File: src/rtl/mem_stage.sv
// MIPS MEM stage: data-memory request/ack handshake with wait-state timeout and the MEM/WB register.
// Optional `define MEM_ALIGN_CHECK_EN rejects word accesses whose address has nonzero res[1:0].
module mem_stage #(
    parameter int TIMEOUT = 16,
    parameter int CNT_W   = 5
) (
    input  logic        clk,
    input  logic        rst,
    input  logic [31:0] res,
    input  logic [31:0] write_data_ex,
    input  logic [4:0]  write_register_ex,
    input  logic        zero,
    input  logic [2:0]  m_MEM,
    input  logic [1:0]  wb_MEM,
    output logic        dmem_req,
    output logic        dmem_we,
    output logic [31:0] dmem_addr,
    output logic [31:0] dmem_wdata,
    input  logic        dmem_ack,
    input  logic [31:0] dmem_rdata,
    output logic        stall_mem,
    output logic        pc_src,
    output logic        bus_err,
    output logic [1:0]  wb_WB,
    output logic [4:0]  rd_WB,
    output logic [31:0] read_data_wb,
    output logic [31:0] alu_res_wb
);
    localparam logic [0:0] IDLE = 1'b0;
    localparam logic [0:0] WAIT = 1'b1;

    logic [0:0]       state;
    logic [CNT_W-1:0] cnt;
    logic             mem_op, misalign, timeout_hit, rd_ack;

    assign mem_op = m_MEM[1] | m_MEM[0];

`ifdef MEM_ALIGN_CHECK_EN
    assign misalign = (state == IDLE) & mem_op & (res[1:0] != 2'b00);
`else
    assign misalign = 1'b0;
`endif

    assign dmem_req   = ((state == IDLE) & mem_op & ~misalign) | (state == WAIT);
    assign dmem_we    = m_MEM[0];
    assign dmem_addr  = res;
    assign dmem_wdata = write_data_ex;

    // The request cycle in IDLE counts as the first stalled cycle, so WAIT
    // gives up when the count would reach TIMEOUT-1 (TIMEOUT-1 stalls total).
    assign timeout_hit = (state == WAIT) & ~dmem_ack & (cnt == CNT_W'(TIMEOUT - 2));
    assign stall_mem   = dmem_req & ~dmem_ack & ~timeout_hit;
    assign pc_src      = m_MEM[2] & zero & ~stall_mem;
    assign bus_err     = timeout_hit | misalign;
    assign rd_ack      = dmem_req & dmem_ack & m_MEM[1] & ~m_MEM[0];

    always_ff @(posedge clk) begin
        if (rst) begin
            state <= IDLE;
            cnt   <= '0;
        end else begin
            case (state)
                IDLE: begin
                    if (dmem_req & ~dmem_ack) begin
                        state <= WAIT;
                        cnt   <= '0;
                    end
                end
                WAIT: begin
                    if (dmem_ack | timeout_hit) begin
                        state <= IDLE;
                        cnt   <= '0;
                    end else begin
                        cnt <= cnt + 1'b1;
                    end
                end
                default: begin
                    state <= IDLE;
                    cnt   <= '0;
                end
            endcase
        end
    end

    // Aborted or rejected accesses still retire, but with write-back suppressed.
    always_ff @(posedge clk) begin
        if (rst) begin
            wb_WB        <= '0;
            rd_WB        <= '0;
            read_data_wb <= '0;
            alu_res_wb   <= '0;
        end else if (stall_mem) begin
            wb_WB <= '0;
            rd_WB <= '0;
        end else begin
            wb_WB        <= bus_err ? 2'b00 : wb_MEM;
            rd_WB        <= write_register_ex;
            alu_res_wb   <= res;
            read_data_wb <= rd_ack ? dmem_rdata : 32'h0;
        end
    end
endmodule
File: config.mk
export PLATFORM = sky130hd
export DESIGN_NAME = mem_stage
export DESIGN_NICKNAME = d
export VERILOG_FILES = /design/src/rtl/mem_stage.sv
export SDC_FILE = /design/constraint.sdc
export NUM_CORES = 1
export LEC_CHECK = 0
export CORE_ASPECT_RATIO = 1.1
export CORE_MARGIN = 3
export CORE_UTILIZATION = 38
export CTS_CLUSTER_SIZE = 28
export DETAILED_ROUTE_END_ITERATION = 10
export PLACE_DENSITY = 0.87
export SYNTH_ARGS = -nofsm -noshare
export SYNTH_HDL_FRONTEND = slang
export SYNTH_SLANG_ARGS = --single-unit
File: constraint.sdc
create_clock -name clk -period 3.5 [get_ports clk]
set_input_delay 0.7 -clock clk [delete_from_list [all_inputs] [get_ports clk]]
set_output_delay 0.7 -clock clk [all_outputs]
set_load 0.005 [all_outputs]
After elaboration in Yosys (flattened, before gate mapping):

Cells that the tools add are included.

* flip-flop bits (word level): 77
* input bits: 110
* output and inout bits: 140
* word-level logic and storage cells: 36

* $add $sub $neg: 1
* equality and inequality tests: 2
* multiplexer cells: 7
* bitwise logic cells: 18
* reduce and logical (&&, ||, !) cells: 2

Operators with widths (number)
* $mux 32: 1
* $and 1x1->1: 10
* $mux 5: 2
* $pmux 5 s2: 1
* $add 5x1->5 const B: 1
* $eq 5x4->1 const B: 1
* $not 1->1: 5
* $or 1x1->1: 3
* $reduce_or 3->1: 1
* $mux 1: 2
* $ne 2x1->1 const B: 1
* $pmux 1 s2: 1
* $reduce_or 2->1: 1

Longest topological paths before layout:

Gate-level depths: netlist (run 1).

* depth after elaboration: 7
* gate-level depth with buffers: 7
* depth with buffers taken out: 5

Least setup slack after synthesis (run 1):

Ideal clock, no wire load.

* kind: register -> output
* from: register cnt[0]
* to: output port pc_src
* arrival time: 1.416 ns
* data required time: 2.800 ns
* setup slack: 1.384 ns
* stages on the path, launching flop included: 7
* cell sequence: dfxtp_1 -> inv_1 -> ha_1 -> and4b_4 -> a211oi_2 -> buf_2 -> nor2_1

* word-level cells in the longest chain between the ends: 6

Ends and longest elaborated chain
* from (decl): RTL line 33 `logic [CNT_W-1:0] cnt;`
* from (signal assigned): RTL line 74 `cnt <= cnt + 1'b1;`
* $eq 5x4->1: RTL line 51 `assign timeout_hit = (state == WAIT) & ~dmem_ack & (cnt == CNT_W'(TIMEOUT - 2));`
* $and 1x1->1: RTL line 51
* $not 1->1: RTL line 52 `assign stall_mem = dmem_req & ~dmem_ack & ~timeout_hit;`
* $and 1x1->1: RTL line 52
* net stall_mem: RTL line 21 `output logic stall_mem,`
* $not 1->1: RTL line 53 `assign pc_src = m_MEM[2] & zero & ~stall_mem;`
* $and 1x1->1: RTL line 53
* to (decl): RTL line 22 `output logic pc_src,`

The timed path passes the listed nets, and every way through them passes these cells.

Worst setup path after layout (run 1):

* from: input port m_MEM[0]
* to: output port pc_src

* word-level cells in the longest chain between the ends: 7

Ends and longest elaborated chain
* from (decl): RTL line 13 `input logic [2:0] m_MEM,`
* $or 1x1->1: RTL line 36 `assign mem_op = m_MEM[1] | m_MEM[0];`
* $and 1x1->1: RTL line 44 `assign dmem_req = ((state == IDLE) & mem_op & ~misalign) | (state == WAIT);`
* $or 1x1->1: RTL line 44
* $and 1x1->1 (2 in series): RTL line 52
* $not 1->1: RTL line 53
* $and 1x1->1: RTL line 53

No other way between the ends.

==> flow_summary.yaml, run 1 <==
clocking:
  cts-root-buf: "clkbuf_8"
  cts_tree: "done"
  ctsResizeCount: 0
  clock_path_buffers: 2
  cts_max_level: 3
  clock-sinks: 77
  holdBufCountCts: 0
  cts.reportedPaths.clkPinSlew_ns: 0.08
  post-cts-setup-buffers: 0
  cts_buffers: 9
  clk_latency_ns: 0.34
pwr:
  p_per_area_nw_per_um2: 381.5
  finalPower_uw: 1955
  vdd_drop_max_uv: 245.0
  p_leak_uw: 0.001941
timing:
  max_slew_margin_pct: 47.98
  rsz0062_at_grt: "no"
  fin_crit_sh_pct: 89.94
  hold_viol_final: 0
  tightest_slew_ns: 0.7803
  drv_slew: 0
  report.final.setup_viol: 0
  skew_ns: 0.01104
  period_needed_ns: 3.148
  max_clock_freq_mhz: 317.7
  tns_ns: 0
floorplan:
  die_w_um: 97.19
  die_area_um2: 10330
  fp-row-count: 35
  coreArea_um2: 8627
  start_util_pct: 40.29
  ioPinCount: 250
  die_y_um: 106.3
critical_path:
  cp.required_ns: 2.80
  cp-end-kind: "primary output"
  crit_family: "buffers and inverters"
  path_cells: "clkdlybuf4s50_1, nor3_2, a211oi_4, nor2_1, clkdlybuf4s50_1"
  worst-path-buf-inv: 2
  worst_ep_arrival_time_ns: 2.45
  crit_type: "in -> out"
  start_kind: "input pin"
  critPathMostFrequentCell: "clkdlybuf4s50_1"
  cp_max_fo: 4
  crit_slowest_cell: "clkdlybuf4s50_1"
  critical_path.max_stage_delay_ns: 0.52
  r2r_slack_ns: 1.36
logic_synthesis:
  syn_area_um2: 3476
  ys_types: 30
  syn_nets: 445
  synth_sequential_area_ratio_pct: 44.35
  ys_ff_latch: 77
  yosysWarningCount: 0
  netlist_instances: 333
  syn_avg_cell_area_um2: 10.44
global_route:
  antenna_found_initial: 0
  gr-usage-all-layers_pct: 15.88
  grt_pass1_wl_um: 13490
  grt_pass1_vias: 2738
  gr-total-overflow: 0
  grt_start_max_net_pins: 59
layout:
  drive_above_1_share_pct: 6.167
  diodes: 0
  nFillCells: 717
  area_growth_syn_to_layout_pct: 47.48
  num-nets-final: 561
run_status:
  status: "completed"
drt:
  firstDrtPassIters: 4
  first_iter_violations: 57
  via_per_inst: 4.740
  drcViolationCount: 0
  post_drt_wl_per_cell_um: 14.97
  vias: 2678
  route.final.wire_length_um: 8459
  antenna_left: 0
place:
  hpwl_um: 6390
  io_buffers: 185
  place_congestion: 0.8199
worst_hold_path:
  worstHoldPathType: "reg -> reg"
flow_run:
  maxCapViolCount: 0
[cells in the mapped netlist]
| master | n | area [µm²] |
|---|---|---|
| nor3b_1 | 5 | 37.54 |
| and3_1 | 3 | 18.77 |
| nand4b_1 | 2 | 17.52 |
| a311oi_1 | 2 | 17.52 |
| a21oi_1 | 4 | 20.02 |
| dfxtp_1 | 77 | 1541 |
| buf_6 | 4 | 45.04 |
| a211oi_2 | 1 | 12.51 |
| and2_1 | 1 | 6.260 |
| nor4bb_1 | 1 | 10.01 |
| buf_2 | 3 | 15.01 |
| or2_2 | 1 | 6.260 |
| mux2i_1 | 32 | 320.3 |
| clkbuf_1 | 12 | 45.04 |
| nand2_1 | 1 | 3.750 |
| a41oi_1 | 1 | 8.760 |
| nand3_1 | 3 | 15.01 |
| buf_4 | 66 | 495.5 |
| nor2b_1 | 1 | 6.260 |
| ha_1 | 2 | 25.02 |
| o21bai_1 | 1 | 7.510 |
| inv_1 | 2 | 7.510 |
| a31oi_1 | 1 | 6.260 |
| nand3b_1 | 6 | 45.04 |
| nand2b_1 | 65 | 406.6 |
| nor2_1 | 1 | 3.750 |
| and4b_4 | 1 | 13.76 |
| nor3_2 | 1 | 10.01 |
| a22o_1 | 32 | 280.3 |
| a2111oi_4 | 1 | 27.53 |
[power breakdown]
part	total [µW]	switching, µW	internal, µW
registers	936	20.8	916
logic	333	109	225
clock network	686	346	339
total	1960	476	1480
[registers in the layout, summed over array words and instances, names as in the netlist]
signal,flops
state,1
read_data_wb,32
cnt,5
rd_WB,5
wb_WB,2
alu_res_wb,32
[layout by cell type (no fill, tap or decap), types with 4 or more instances in the layout]
master           count
clkbuf_8             9
dfxtp_1             77
mux2i_1             32
nor3b_1              5
a21oi_1              4
a22o_1              32
clkdlybuf4s50_1    184
nand3b_1             6
buf_4                5
nand2b_1            65
[layout make-up]
type | count | area (µm²) | share of cell area (%)
Inverter | 2 | 7.507 | 0.1464
Clock buffer | 9 | 123.9 | 2.416
Tap cell | 111 | 138.9 | 2.709
Multi-Input combinational cell | 169 | 1349 | 26.31
Sequential cell | 77 | 1541 | 30.07
Timing Repair Buffer | 190 | 1884 | 36.76
Clock inverter | 7 | 81.33 | 1.587
[path summary, 6_finish.rpt]
kind / from / end / cells after the start
worst max-delay path: m_MEM[0] / pc_src / 5
worst min-delay path: alu_res_wb[16] / alu_res_wb[16] / 2
worst max register to register: cnt[0] / alu_res_wb[17] / 6
worst min register to register: alu_res_wb[16] / alu_res_wb[16] / 2
[cells by family (layout without fill, tap and decap cells)]
kind of cell               after synthesis  count (layout)  synth area share, %
adders and majority gates                2               2               0.7198
muxes                                   32              32                9.215
AOI/OAI and AO/OA                       43              43                10.94
and+or+nand+nor                         92              92                17.28
DFF                                     77              77                44.35
buffers and inverters                   87             208                17.49
[worst reg2reg max path: cells and delay by family, from the launching register on]
family / cells / cell delay [ns]
adder cells (fa/ha/maj): 1 / 0.21
flip-flops: 1 / 0.41
AND/OR/NAND/NOR: 1 / 0.24
multiplexers: 1 / 0.30
AO/OA/AOI/OAI: 1 / 0.30
buffers and inverters: 2 / 0.61
[per-layer routing]
layer	wire length, µm	track usage (%)
met5	0	0
met4	246	7.422
met3	760	5.643
met2	4301	28.75
met1	3151	16.31
[metrics by stage]
stage | utilization (%) | setup WS, ns | hold slack, ns | std cells | cell area [µm²]
floorplan | - | 1.384 | 0.4682 | 333 | 3476
global placement | 57.04 | 0.4596 | 0.4602 | 549 | 4921
detailed placement | 57.04 | 0.3641 | 0.4625 | 549 | 4921
CTS | 59.42 | 0.3553 | 0.4837 | 565 | 5126
global route | 59.42 | 0.2256 | 0.4964 | 565 | 5126
finish | 59.42 | 0.3521 | 0.4758 | 565 | 5126
Note: power is estimated with default switching activity, not from simulation.
==> run 2: changes to the inputs <==
TNS_END_PERCENT = 30   (was unset)
==> results of run 2 <==
The final DEF is identical to that of run 1; final timing and power are the same.
==> run 3: changes to the inputs <==
HOLD_SLACK_MARGIN = 0.06   (was unset)
==> results of run 3 <==
The final DEF is identical to that of run 1; final timing and power are the same.
